--- src/rtl/ps2_digit_tx.sv ---
// PS/2 device-side transmitter: turns an accepted decimal digit into its set-2 make-code frame(s).
// Optional macro PS2_DIGIT_TX_BREAK_EN appends a break sequence (F0h, make code) after each make code.
module ps2_digit_tx #(
    parameter int CLK_DIV = 4
) (
    input  logic       clk,
    input  logic       reset,
    input  logic [3:0] din,
    input  logic       din_valid,
    output logic       din_ready,
    output logic       ps2_clk,
    output logic       ps2_data,
    output logic       busy,
    output logic       err,
    output logic [1:0] dbg_state
);

    // Handshake: a digit is taken on a rising edge where din_valid && din_ready;
    // din_ready is high only in IDLE and inputs are ignored otherwise.
    typedef enum logic [1:0] {
        IDLE  = 2'd0,
        SHIFT = 2'd1,
        GAP   = 2'd2
    } state_t;

    localparam logic [8:0] HALF       = 9'(CLK_DIV);
    localparam logic [8:0] PERIOD_END = 9'(2 * CLK_DIV - 1);

    function automatic logic [7:0] scancode(input logic [3:0] d);
        case (d)
            4'd0:    return 8'h45;
            4'd1:    return 8'h16;
            4'd2:    return 8'h1E;
            4'd3:    return 8'h26;
            4'd4:    return 8'h25;
            4'd5:    return 8'h2E;
            4'd6:    return 8'h36;
            4'd7:    return 8'h3D;
            4'd8:    return 8'h3E;
            4'd9:    return 8'h46;
            default: return 8'h00;
        endcase
    endfunction

    // Frame bit 0 is the start bit; the register shifts right so bit 0 is always on the line.
    function automatic logic [10:0] make_frame(input logic [7:0] b);
        return {1'b1, ~^b, b, 1'b0};
    endfunction

    state_t      state, state_n;
    logic [8:0]  cnt, cnt_n;
    logic [3:0]  bit_idx, bit_idx_n;
    logic [10:0] frame, frame_n;
    logic        err_n;
    logic        ps2_clk_n, ps2_data_n;

`ifdef PS2_DIGIT_TX_BREAK_EN
    logic [1:0]  byte_idx, byte_idx_n;
    logic [7:0]  code, code_n;
`endif

    always_ff @(posedge clk) begin
        if (reset) begin
            state    <= IDLE;
            cnt      <= '0;
            bit_idx  <= '0;
            frame    <= '1;
            err      <= 1'b0;
            ps2_clk  <= 1'b1;
            ps2_data <= 1'b1;
`ifdef PS2_DIGIT_TX_BREAK_EN
            byte_idx <= '0;
            code     <= '0;
`endif
        end else begin
            state    <= state_n;
            cnt      <= cnt_n;
            bit_idx  <= bit_idx_n;
            frame    <= frame_n;
            err      <= err_n;
            ps2_clk  <= ps2_clk_n;
            ps2_data <= ps2_data_n;
`ifdef PS2_DIGIT_TX_BREAK_EN
            byte_idx <= byte_idx_n;
            code     <= code_n;
`endif
        end
    end

    always_comb begin
        state_n   = state;
        cnt_n     = cnt;
        bit_idx_n = bit_idx;
        frame_n   = frame;
        err_n     = 1'b0;
`ifdef PS2_DIGIT_TX_BREAK_EN
        byte_idx_n = byte_idx;
        code_n     = code;
`endif
        case (state)
            IDLE: begin
                if (din_valid) begin
                    if (din <= 4'd9) begin
                        state_n   = SHIFT;
                        cnt_n     = '0;
                        bit_idx_n = '0;
                        frame_n   = make_frame(scancode(din));
`ifdef PS2_DIGIT_TX_BREAK_EN
                        byte_idx_n = '0;
                        code_n     = scancode(din);
`endif
                    end else begin
                        err_n = 1'b1;
                    end
                end
            end
            SHIFT: begin
                if (cnt == PERIOD_END) begin
                    cnt_n = '0;
                    if (bit_idx == 4'd10) begin
                        state_n = GAP;
                    end else begin
                        bit_idx_n = bit_idx + 4'd1;
                        frame_n   = {1'b1, frame[10:1]};
                    end
                end else begin
                    cnt_n = cnt + 9'd1;
                end
            end
            GAP: begin
                if (cnt == PERIOD_END) begin
                    cnt_n = '0;
`ifdef PS2_DIGIT_TX_BREAK_EN
                    if (byte_idx != 2'd2) begin
                        byte_idx_n = byte_idx + 2'd1;
                        bit_idx_n  = '0;
                        frame_n    = make_frame((byte_idx == 2'd0) ? 8'hF0 : code);
                        state_n    = SHIFT;
                    end else begin
                        state_n = IDLE;
                    end
`else
                    state_n = IDLE;
`endif
                end else begin
                    cnt_n = cnt + 9'd1;
                end
            end
            default: state_n = IDLE;
        endcase

        // Line levels are registered from next-state so they never glitch.
        ps2_clk_n  = !((state_n == SHIFT) && (cnt_n >= HALF));
        ps2_data_n = (state_n == SHIFT) ? frame_n[0] : 1'b1;
    end

    assign din_ready = (state == IDLE);
    assign busy      = !din_ready;
    assign dbg_state = state;

endmodule
--- config.mk ---
export PLATFORM = sky130hd
export DESIGN_NAME = ps2_digit_tx
export DESIGN_NICKNAME = d
export VERILOG_FILES = /design/src/rtl/ps2_digit_tx.sv
export SDC_FILE = /design/constraint.sdc
export NUM_CORES = 1
export LEC_CHECK = 0
export ABC_AREA = 1
export BUFFER_PORTS_ARGS = -buffer_cell sky130_fd_sc_hd__buf_2
export CORE_MARGIN = 2
export CORE_UTILIZATION = 45
export CTS_CLUSTER_DIAMETER = 150
export DETAILED_ROUTE_END_ITERATION = 6
export PLACE_DENSITY = 0.58
export REMOVE_ABC_BUFFERS = 1
export SETUP_SLACK_MARGIN = 0.5
export SLEW_MARGIN = 20
export SYNTH_ARGS = -nofsm -noshare
export SYNTH_HDL_FRONTEND = slang
export SYNTH_SLANG_ARGS = --single-unit
--- constraint.sdc ---
create_clock -name clk -period 3.3 [get_ports clk]
set_input_delay 0.165 -clock clk [delete_from_list [all_inputs] [get_ports clk]]
set_output_delay 0.165 -clock clk [all_outputs]
set_load 0.02 [all_outputs]
== Yosys cells after proc, flatten, opt, wreduce, memory -nomap -nowiden ==
Memories as Yosys holds them, arrays and structs flattened.
Cells that the tools add are included.

* Flip-flop bits (word level): 29
* Bits in read-only memories: 112
* Bits of input ports: 7
* Memories kept: 1

* Add/subtract/negate cells: 2
* $lt $le $gt $ge: 2
* Equal/unequal tests: 9
* Muxes and demuxes: 24
* Bitwise logic cells: 3
* Reduce and logical (&&, ||, !) cells: 10

{| class="wikitable"
|+ Memories
! memory !! words !! width !! read ports !! clocked after memory_dff !! wr ports !! RTL line !! text
|-
| (name not given) || 16 || 7 || 1 || 0 || 0 || 30 || <nowiki>case (d)</nowiki>
|}

{| class="wikitable"
|+ Operators by type and width
! cell !! count
|-
| $mux W11 || 4
|-
| $mux W9 || 3
|-
| $mux W8 || 3
|-
| $pmux W11 S2 || 1
|-
| $pmux W9 S2 || 1
|-
| $mux W4 || 4
|-
| $mux W2 || 5
|-
| $add A9 B1 Y9 const B || 1
|-
| $eq A9 B3 Y1 const B || 1
|-
| $ge A9 B3 Y1 const B || 1
|-
| $pmux W4 S2 || 1
|-
| $reduce_xnor A8 Y1 || 1
|-
| $ne A2 B2 Y1 const B || 3
|-
| $pmux W2 S3 || 1
|-
| $reduce_and A5 Y1 || 1
|-
| $add A4 B1 Y4 const B || 1
|-
| $eq A2 B1 Y1 const B || 2
|-
| $eq A4 B4 Y1 const B || 1
|-
| $le A4 B4 Y1 const B || 1
|-
| $reduce_or A2 Y1 || 2
|-
| $not A1 Y1 || 3
|-
| $reduce_or A3 Y1 || 1
|-
| $eq A2 B2 Y1 const B || 1
|-
| $logic_not A1 Y1 || 2
|-
| other kinds (5) || 5
|}

== Longest topological paths before layout ==
Gate-level depths: netlist of run 1.

* Word-level depth: 8
* Depth in mapped cells: 14
* Depth with buffers taken out: 14

== Worst setup path before layout of run 1 ==
No wires, ideal clock.

* Path type: register to register
* Start point: register state[0], in the netlist dbg_state[0]
* End point: register frame[2]
* Setup time: 0.118 ns
* Arrival: 1.696 ns
* Setup slack: 1.486 ns
* Stages on the path, launching flop included: 9
* Buffers on the path: 1
* Clock period less this slack: 1.814 ns
* Path through: dfxtp_1 > inv_1 > ha_1 > inv_1 > nand2_1 > nand3_4 > buf_6 > a21oi_2 > o21ai_1

* Word-level cells in the longest chain between the ends: 3

{| class="wikitable"
|+ RTL lines
! item !! RTL line !! text
|-
| start, declared || 50 || <nowiki>state_t state, state_n;</nowiki>
|-
| start signal, assigned || 76 || <nowiki>state <= state_n;</nowiki>
|-
| $logic_not A2 Y1 * || n/a ||
|-
| via din_ready || 10 || <nowiki>output logic din_ready,</nowiki>
|-
| $ne A2 B1 Y1 (no source line) (tied with other cells) || n/a ||
|-
| $reduce_and A5 Y1 (no source line) || n/a ||
|-
| end signal, assigned || 79 || <nowiki>frame <= frame_n;</nowiki>
|-
| end, declared || 53 || <nowiki>logic [10:0] frame, frame_n;</nowiki>
|}

Mark *: on every way through the listed nets, which the timed path passes. The rest lies on a longest branch.
A chain may end at the register's enable or synchronous reset.

== Worst setup path in the final report of run 1 ==
* Start point: register state[0], in the netlist dbg_state[0]
* End point: register ps2_data

* Word-level cells in the longest chain between the ends: 6

{| class="wikitable"
|+ RTL lines
! item !! RTL line !! text
|-
| $mux W2, on equally long branches || 120, 103 ||
|-
| $mux W2, on equally long branches || 118, 102 ||
|-
| $pmux W2 S3 || 100 || <nowiki>case (state)</nowiki>
|-
| $eq A2 B1 Y1 || 154 || <nowiki>ps2_data_n = (state_n == SHIFT) ? frame_n[0] : 1'b1;</nowiki>
|-
| $not A1 Y1 (no source line) || n/a ||
|-
| $reduce_or A2 Y1 (no source line) || n/a ||
|-
| end signal, assigned || 82 || <nowiki>ps2_data <= ps2_data_n;</nowiki>
|-
| end, declared || 12 || <nowiki>output logic ps2_data,</nowiki>
|}

Parallel ways exist; a longest one is shown, timed or not.

==> run_summary.xml, run 1 <==
<?xml version="1.0" encoding="UTF-8"?>
<metrics>
  <group name="global_routing">
    <metric name="grt_max_degree" unit="">15</metric>
    <metric name="globalRouteOverflowTotal" unit="">0</metric>
    <metric name="global_route_wire_length_before_repair" unit="µm">7420</metric>
    <metric name="grt_use_total" unit="%">19.0</metric>
    <metric name="grt_pass1_vias" unit="">1677</metric>
    <metric name="grt_antenna_before_repair" unit="">0</metric>
  </group>
  <group name="critical_path">
    <metric name="worst_r2r_path_depth" unit="">10</metric>
    <metric name="path_max_fanout" unit="">5</metric>
    <metric name="worst_setup_path_end_kind" unit="">register</metric>
    <metric name="worst_r2r_startpoint" unit="">dbg_state[0]</metric>
    <metric name="arrival_worst_endpoint" unit="ns">2.01</metric>
    <metric name="critical_path_start_end_classification" unit="">reg2reg</metric>
    <metric name="timing.rr.end" unit="">ps2_data</metric>
    <metric name="worst_ep_required_time" unit="ns">3.47</metric>
    <metric name="worst_setup_sp_type" unit="">register</metric>
    <metric name="register_to_register_setup_slack" unit="ns">1.46</metric>
  </group>
  <group name="final_layout">
    <metric name="finish.net_count" unit="">322</metric>
    <metric name="layout.area.seq" unit="µm²">581</metric>
    <metric name="antennaDiodeCount" unit="">0</metric>
    <metric name="stdcell_count" unit="">356</metric>
    <metric name="area_growth_syn_to_layout" unit="%">8.56</metric>
    <metric name="multi_input_area" unit="µm²">1170</metric>
    <metric name="drive_gt1_share" unit="%">16.8</metric>
    <metric name="post-route-util" unit="%">49.9</metric>
    <metric name="nFillCells" unit="">481</metric>
    <metric name="final_area" unit="µm²">2140</metric>
  </group>
  <group name="synthesis">
    <metric name="synth_seq_cells" unit="">29</metric>
    <metric name="yosysTopAreaCellShare" unit="%">29.4</metric>
    <metric name="post_synth_inst_count" unit="">289</metric>
    <metric name="synth-warning-count" unit="">0</metric>
    <metric name="synth.top_cells.by_area" unit="">sky130_fd_sc_hd__dfxtp_1, sky130_fd_sc_hd__nand2_1, sky130_fd_sc_hd__ha_1</metric>
    <metric name="syn-cell-area" unit="µm²">1970</metric>
    <metric name="yosysSeqAreaShare" unit="%">29.4</metric>
    <metric name="synth.lib_cells_used.distinct" unit="">38</metric>
    <metric name="syn-mean-instance-area" unit="µm²">6.83</metric>
    <metric name="post-synth-top-area-cell" unit="">sky130_fd_sc_hd__dfxtp_1</metric>
  </group>
  <group name="place">
    <metric name="dp_slack" unit="ns">1.46</metric>
    <metric name="place.detailed.instances" unit="">348</metric>
    <metric name="number_of_port_buffers" unit="">13</metric>
    <metric name="routabilityCongestion" unit="">0.840</metric>
    <metric name="dpl_cell_area" unit="µm²">2060</metric>
    <metric name="hpwlAfterDp" unit="µm">3190</metric>
  </group>
  <group name="clock_network">
    <metric name="cts.repair_timing.setup_buffer_count" unit="">0</metric>
    <metric name="ctsRootBufferMaster" unit="">sky130_fd_sc_hd__clkbuf_8</metric>
    <metric name="ctsHtreeMaxLevel" unit="">2</metric>
    <metric name="hold_buffers" unit="">0</metric>
    <metric name="tritoncts" unit="">yes</metric>
    <metric name="clock_sinks" unit="">29</metric>
    <metric name="clock_insertion_delay_worst_skew" unit="ns">0.28</metric>
    <metric name="cts-root-to-sink-buffers" unit="">2</metric>
    <metric name="cts_inserted_buffers" unit="">5</metric>
    <metric name="post_cts_resize_count" unit="">0</metric>
    <metric name="clk_transition_reported_paths" unit="ns">0.06</metric>
  </group>
  <group name="route">
    <metric name="detail-route-antenna-nets" unit="">0</metric>
    <metric name="vias_per_cell" unit="">4.91</metric>
    <metric name="routed_wire_length_per_instance" unit="µm">11.6</metric>
    <metric name="initialDrtViolationCount" unit="">30</metric>
    <metric name="residual_drc" unit="">0</metric>
    <metric name="vias" unit="">1749</metric>
    <metric name="firstDrtPassIters" unit="">4</metric>
    <metric name="totalWireLength" unit="µm">4130</metric>
  </group>
  <group name="power_and_ir_drop">
    <metric name="power" unit="µW">843</metric>
    <metric name="power_density" unit="nW/µm²">394</metric>
    <metric name="vdd_ir_drop_max" unit="V">0.000236</metric>
    <metric name="leakage" unit="nW">1.00</metric>
  </group>
  <group name="timing">
    <metric name="period_needed" unit="ns">1.84</metric>
    <metric name="fin_worst_skew" unit="ns">0.00571</metric>
    <metric name="hold_violations" unit="">0</metric>
    <metric name="setup-violations-final" unit="">0</metric>
    <metric name="hold_ws" unit="ns">0.195</metric>
    <metric name="worst_slew_pin_slew" unit="ns">0.481</metric>
    <metric name="rsz0062_at_grt" unit="">no</metric>
    <metric name="postLayoutSetupSlackWorst" unit="ns">1.46</metric>
    <metric name="finalMaxSlewViolations" unit="">0</metric>
    <metric name="slew_headroom" unit="%">67.6</metric>
    <metric name="finalCritPeriodShare" unit="%">55.7</metric>
    <metric name="final.setup.tns" unit="ns">0</metric>
    <metric name="clock.fmax" unit="MHz">544</metric>
  </group>
  <group name="worst_hold_path">
    <metric name="min_delay_startpoint" unit="">din_valid</metric>
    <metric name="min_delay_worst_endpoint" unit="">err</metric>
    <metric name="worstHoldPathType" unit="">in2reg</metric>
    <metric name="min_delay_path_depth" unit="">3</metric>
  </group>
  <group name="die">
    <metric name="start_util" unit="%">45.9</metric>
    <metric name="chipWidth" unit="µm">70.2</metric>
    <metric name="rows" unit="">24</metric>
    <metric name="floorplan.die_area" unit="µm²">4930</metric>
    <metric name="ioPinCount" unit="">14</metric>
    <metric name="die-height" unit="µm">70.2</metric>
    <metric name="coreArea" unit="µm²">4290</metric>
  </group>
  <group name="job">
    <metric name="max_cap_violations" unit="">0</metric>
  </group>
  <group name="outcome">
    <metric name="status" unit="">complete, no violations</metric>
  </group>
</metrics>
power breakdown:
group / switching, mW / internal [mW]
Sequential: 0.0142 / 0.374
Clock: 0.135 / 0.145
Combinational: 0.116 / 0.0586
synth_stat cells (all sizes together):
| cell | instances |
|---|---|
| dfxtp | 29 |
| nand4 | 3 |
| and2 | 2 |
| a31oi | 1 |
| o21bai | 1 |
| nand3b | 1 |
| o2111ai | 1 |
| xnor2 | 1 |
| nand2 | 83 |
| o21ai | 18 |
| inv | 43 |
| nor2 | 34 |
| clkinv | 1 |
| buf | 5 |
| a211oi | 1 |
| nand3 | 29 |
| nor3 | 5 |
| a21oi | 14 |
| xor2 | 1 |
| clkbuf | 1 |
| o211ai | 2 |
| a22oi | 1 |
| ha | 12 |
kinds of logic after synthesis:
| kind of cell | count (synthesis) | synth area share, % |
|---|---|---|
| XOR/XNOR | 2 | 0.888 |
| AO/OA/AOI/OAI | 39 | 12.5 |
| buffers and inverters | 50 | 11.1 |
| adder cells (fa/ha/maj) | 12 | 7.61 |
| flip-flops | 29 | 29.4 |
| AND/OR/NAND/NOR | 157 | 38.5 |
cell usage in the layout (no fill, tap or decap), drive strengths merged, types with 2 or more instances in the layout:
cell	instances
ha	12
buf	13
nand4	3
nand3	29
and2	2
nor2	34
o21ai	18
a21oi	14
dfxtp	29
nor3	5
clkinv	3
clkbuf	5
nand2	83
o211ai	2
inv	43
sequential cells by signal, summed over array words and instances, names as in the netlist:
register   flops
bit_idx        4
cnt            9
dbg_state      2
err            1
frame         11
ps2_clk        1
ps2_data       1
area by class of cell:
cell class                      count  area share, %
Timing Repair Buffer               13           3.04
Inverter                           44           8.00
Tap cell                           52           3.04
Multi-Input combinational cell    210           54.8
Clock inverter                      3          0.818
Sequential cell                    29           27.1
Clock buffer                        5           3.21
layer usage:
| layer | global-route usage, % | vias up | share of wire [%] |
|---|---|---|---|
| li1 | - | 944 | - |
| met1 | 23.4 | 781 | 48 |
| met2 | 31.4 | 20 | 48 |
| met3 | 4.33 | 4 | 3.0 |
| met4 | 8.55 | 0 | 1.5 |
| met5 | 0 | - | 0 |
worst max-delay path by stage:
stage / from / to / slack, ns / cells past startpoint
global route: dbg_state[1] / ps2_data / 1.23 / 10
floorplan: dbg_state[0] / ps2_data / 1.47 / 7
global placement: dbg_state[0] / ps2_data / 1.42 / 10
CTS: dbg_state[1] / ps2_data / 1.43 / 10
finish: dbg_state[0] / ps2_data / 1.46 / 10
detailed placement: dbg_state[1] / ps2_data / 1.46 / 10
worst max-delay path, stage by stage (launching register included):
cell                      delay (ns)
sky130_fd_sc_hd__dfxtp_1        0.34
sky130_fd_sc_hd__inv_1          0.11
sky130_fd_sc_hd__ha_1           0.36
sky130_fd_sc_hd__nand2_1        0.14
sky130_fd_sc_hd__inv_1          0.11
sky130_fd_sc_hd__nand2_1        0.12
sky130_fd_sc_hd__nand2_1        0.08
sky130_fd_sc_hd__nand3_1        0.07
sky130_fd_sc_hd__a31oi_1        0.19
sky130_fd_sc_hd__and2_1         0.16
sky130_fd_sc_hd__nand2_1        0.05
Note: power is estimated with default switching activity, not from simulation.
==> inputs of run 2 (changes only) <==
PLACE_DENSITY = 0.61   (was 0.58)
clock period = 1.5 ns   (was 3.3 ns; I/O delays follow)
==> run 2 against run 1 <==
Against the previous run:
- the flow now finishes with violations (negative setup slack)
- design area grew 47%
- clock power grew 130%
- clock skew is essentially flat
- worst setup slack lost 1.6 ns
- via count grew 22%
- combinational power grew to 4.2 times the previous value
- critical path depth grew 1
- sequential power grew 120%
- critical path type unchanged
- critical endpoint is now ps2_clk
==> run_summary.xml, run 2 (synthesized netlist as in run 1, its figures left out) <==
<?xml version="1.0" encoding="UTF-8"?>
<metrics>
  <group name="route">
    <metric name="vias" unit="">2134</metric>
    <metric name="routed_wire_length_per_instance" unit="µm">12.8</metric>
    <metric name="residual_drc" unit="">0</metric>
    <metric name="totalWireLength" unit="µm">5520</metric>
    <metric name="firstDrtPassIters" unit="">4</metric>
    <metric name="detail-route-antenna-nets" unit="">0</metric>
    <metric name="vias_per_cell" unit="">4.93</metric>
    <metric name="initialDrtViolationCount" unit="">99</metric>
  </group>
  <group name="power_and_ir_drop">
    <metric name="proportion_of_power_drawn_by_combinational_gates" unit="%">33.0</metric>
    <metric name="power.clock.fraction" unit="%">28.5</metric>
    <metric name="p_switching" unit="µW">718</metric>
    <metric name="leakage" unit="nW">1.47</metric>
    <metric name="netSwitchingFraction" unit="%">32.2</metric>
    <metric name="vdd_ir_drop_max" unit="V">0.000705</metric>
    <metric name="power.share.sequential" unit="%">38.5</metric>
    <metric name="power_report.internal_total" unit="mW">1.51</metric>
    <metric name="power" unit="mW">2.23</metric>
    <metric name="power_density" unit="nW/µm²">707</metric>
  </group>
  <group name="place">
    <metric name="number_of_port_buffers" unit="">13</metric>
    <metric name="hpwlAfterDp" unit="µm">3500</metric>
    <metric name="routabilityCongestion" unit="">0.886</metric>
    <metric name="dp_slack" unit="ns">-0.249</metric>
  </group>
  <group name="final_layout">
    <metric name="area_growth_syn_to_layout" unit="%">59.9</metric>
    <metric name="largest-register" unit="">frame</metric>
    <metric name="finish.net_count" unit="">399</metric>
    <metric name="number_of_flip_flops_under_the_largest_register_name" unit="">11</metric>
    <metric name="reg_top3" unit="">frame (11), cnt (9), bit_idx (4)</metric>
    <metric name="drive_gt1_share" unit="%">51.4</metric>
    <metric name="layout.cells.most_common" unit="">sky130_fd_sc_hd__nand2_1</metric>
    <metric name="antennaDiodeCount" unit="">0</metric>
    <metric name="commonest_non_fill_non_tap_cells_in_the_layout" unit="">sky130_fd_sc_hd__nand2_1, sky130_fd_sc_hd__buf_4, sky130_fd_sc_hd__inv_1</metric>
  </group>
  <group name="worst_hold_path">
    <metric name="worstHoldPathType" unit="">in2reg</metric>
  </group>
  <group name="timing">
    <metric name="finalCritPeriodShare" unit="%">109</metric>
    <metric name="rsz0062_at_grt" unit="">yes</metric>
    <metric name="period_needed" unit="ns">1.64</metric>
    <metric name="hold_violations" unit="">0</metric>
    <metric name="slew_headroom" unit="%">80.6</metric>
    <metric name="finalMaxSlewViolations" unit="">0</metric>
    <metric name="worst_slew_pin_slew" unit="ns">0.289</metric>
    <metric name="final.setup.tns" unit="ns">-1.10</metric>
    <metric name="setup-violations-final" unit="">15</metric>
    <metric name="clock.fmax" unit="MHz">611</metric>
    <metric name="fin_worst_skew" unit="ns">0.00574</metric>
    <metric name="postLayoutSetupSlackWorst" unit="ns">-0.135</metric>
  </group>
  <group name="global_routing">
    <metric name="grt_use_total" unit="%">21.4</metric>
    <metric name="globalRouteMet3Util" unit="%">5.48</metric>
    <metric name="grt_use_met1" unit="%">24.8</metric>
    <metric name="global_route_wire_length_before_repair" unit="µm">8390</metric>
    <metric name="grt_max_degree" unit="">13</metric>
    <metric name="globalRouteOverflowTotal" unit="">0</metric>
    <metric name="grt_busiest_layer" unit="">met2</metric>
    <metric name="grt_pass1_vias" unit="">2000</metric>
    <metric name="grt_use_met2" unit="%">36.8</metric>
    <metric name="grt_antenna_before_repair" unit="">0</metric>
  </group>
  <group name="clock_network">
    <metric name="ctsRootBufferMaster" unit="">sky130_fd_sc_hd__clkbuf_8</metric>
    <metric name="clock_insertion_delay_worst_skew" unit="ns">0.29</metric>
    <metric name="cts_inserted_buffers" unit="">5</metric>
    <metric name="tritoncts" unit="">yes</metric>
    <metric name="ctsHtreeMaxLevel" unit="">2</metric>
    <metric name="hold_buffers" unit="">0</metric>
    <metric name="cts-root-to-sink-buffers" unit="">2</metric>
    <metric name="clock_sinks" unit="">29</metric>
    <metric name="clk_transition_reported_paths" unit="ns">0.07</metric>
  </group>
  <group name="critical_path">
    <metric name="critical-path-top-delay-family" unit="">simple AND/OR/NAND/NOR gates</metric>
    <metric name="critical-path-max-stage-delay" unit="ns">0.35</metric>
    <metric name="path_cells" unit="">ha_4 &gt; nand2_4 &gt; nor2_1 &gt; nand3_1 &gt; and2_1 &gt; nor2_1 &gt; a21oi_1 &gt; nand2_1 &gt; nor2_1 &gt; nand2_1 &gt; nand2_1</metric>
    <metric name="worst_ep_required_time" unit="ns">1.68</metric>
    <metric name="critical_path_start_end_classification" unit="">reg2reg</metric>
    <metric name="slowest_stage" unit="">sky130_fd_sc_hd__dfxtp_2</metric>
    <metric name="worst_setup_path_end_kind" unit="">register</metric>
    <metric name="path_buf_inv" unit="">0</metric>
    <metric name="arrival_worst_endpoint" unit="ns">1.82</metric>
    <metric name="path_max_fanout" unit="">4</metric>
    <metric name="worst_setup_sp_type" unit="">register</metric>
  </group>
  <group name="die">
    <metric name="die-height" unit="µm">70.2</metric>
    <metric name="ioPinCount" unit="">14</metric>
    <metric name="floorplan.die_area" unit="µm²">4930</metric>
    <metric name="rows" unit="">24</metric>
    <metric name="start_util" unit="%">45.9</metric>
    <metric name="coreArea" unit="µm²">4290</metric>
    <metric name="chipWidth" unit="µm">70.2</metric>
  </group>
  <group name="job">
    <metric name="max_cap_violations" unit="">0</metric>
  </group>
  <group name="outcome">
    <metric name="violations" unit="">negative setup slack</metric>
    <metric name="status" unit="">finished with violations</metric>
  </group>
</metrics>
run 2: cell count changes in the layout (fill, tap and decap cells not counted), sizes merged:
| cell | delta |
|---|---|
| inv | -1 |
| clkinv | +1 |
| buf | +77 |
run 2: worst paths after layout:
check	start	end	slack, ns	cells after the start
worst min register to register	frame[10]	frame[10]	0.45	2
worst max-delay path	cnt[0]	ps2_clk	-0.14	11
worst max register to register	cnt[0]	ps2_clk	-0.14	11
worst min-delay path	din_valid	err	0.15	4
run 2: layout make-up:
class	count	area, µm²
Multi-Input combinational cell	210	1450
Fill cell	319	1140
Timing Repair Buffer	90	774
Sequential cell	29	596
Inverter	44	181
Clock buffer	5	68.8
Tap cell	52	65.1
Clock inverter	3	17.5
run 2: worst register-to-register path: stages (launching register included):
cell and delay (ns):
sky130_fd_sc_hd__dfxtp_2 0.35, sky130_fd_sc_hd__ha_4 0.16, sky130_fd_sc_hd__nand2_4 0.07, sky130_fd_sc_hd__nor2_1 0.24, sky130_fd_sc_hd__nand3_1 0.10, sky130_fd_sc_hd__and2_1 0.16
sky130_fd_sc_hd__nor2_1 0.13, sky130_fd_sc_hd__a21oi_1 0.09, sky130_fd_sc_hd__nand2_1 0.08, sky130_fd_sc_hd__nor2_1 0.05, sky130_fd_sc_hd__nand2_1 0.06, sky130_fd_sc_hd__nand2_1 0.04
run 2: through the flow:
step | hold slack (ns) | cells | cell area (µm²) | util (%)
6_report | 0.150 | 433 | 3160 | 73.5
3_3_place_gp | 0.428 | 405 | 2500 | 58.1
4_1_cts | 0.125 | 423 | 2830 | 65.9
2_1_floorplan | 0.144 | 283 | 1930 | -
5_1_grt | 0.143 | 433 | 3160 | 73.5
3_5_place_dp | 0.429 | 405 | 2500 | 58.1
run 2: layer usage:
metal  up-vias  share of wire [%]
met3        11                3.8
met2        40                 51
li1       1099                  -
met1       984                 43
met4         0                2.1
met5         -                  0
run 2: power by group through the flow:
stage	Combinational [mW]	Sequential [mW]	Clock (mW)
after floorplan	0.285	0.873	0
after global placement	0.510	0.866	0
after detailed placement	0.514	0.867	0
after CTS	0.616	0.856	0.648
after global routing	0.802	0.863	0.689
final	0.735	0.858	0.637
run 2: timing repair:
| action | in CTS | in global routing |
|---|---|---|
| gates resized for setup | 59 | 61 |
| cloned | 0 | 0 |
| setup buffers | 10 | 10 |
| endpoints found under the setup margin | 32 | 32 |
| pin swaps | 18 | 24 |
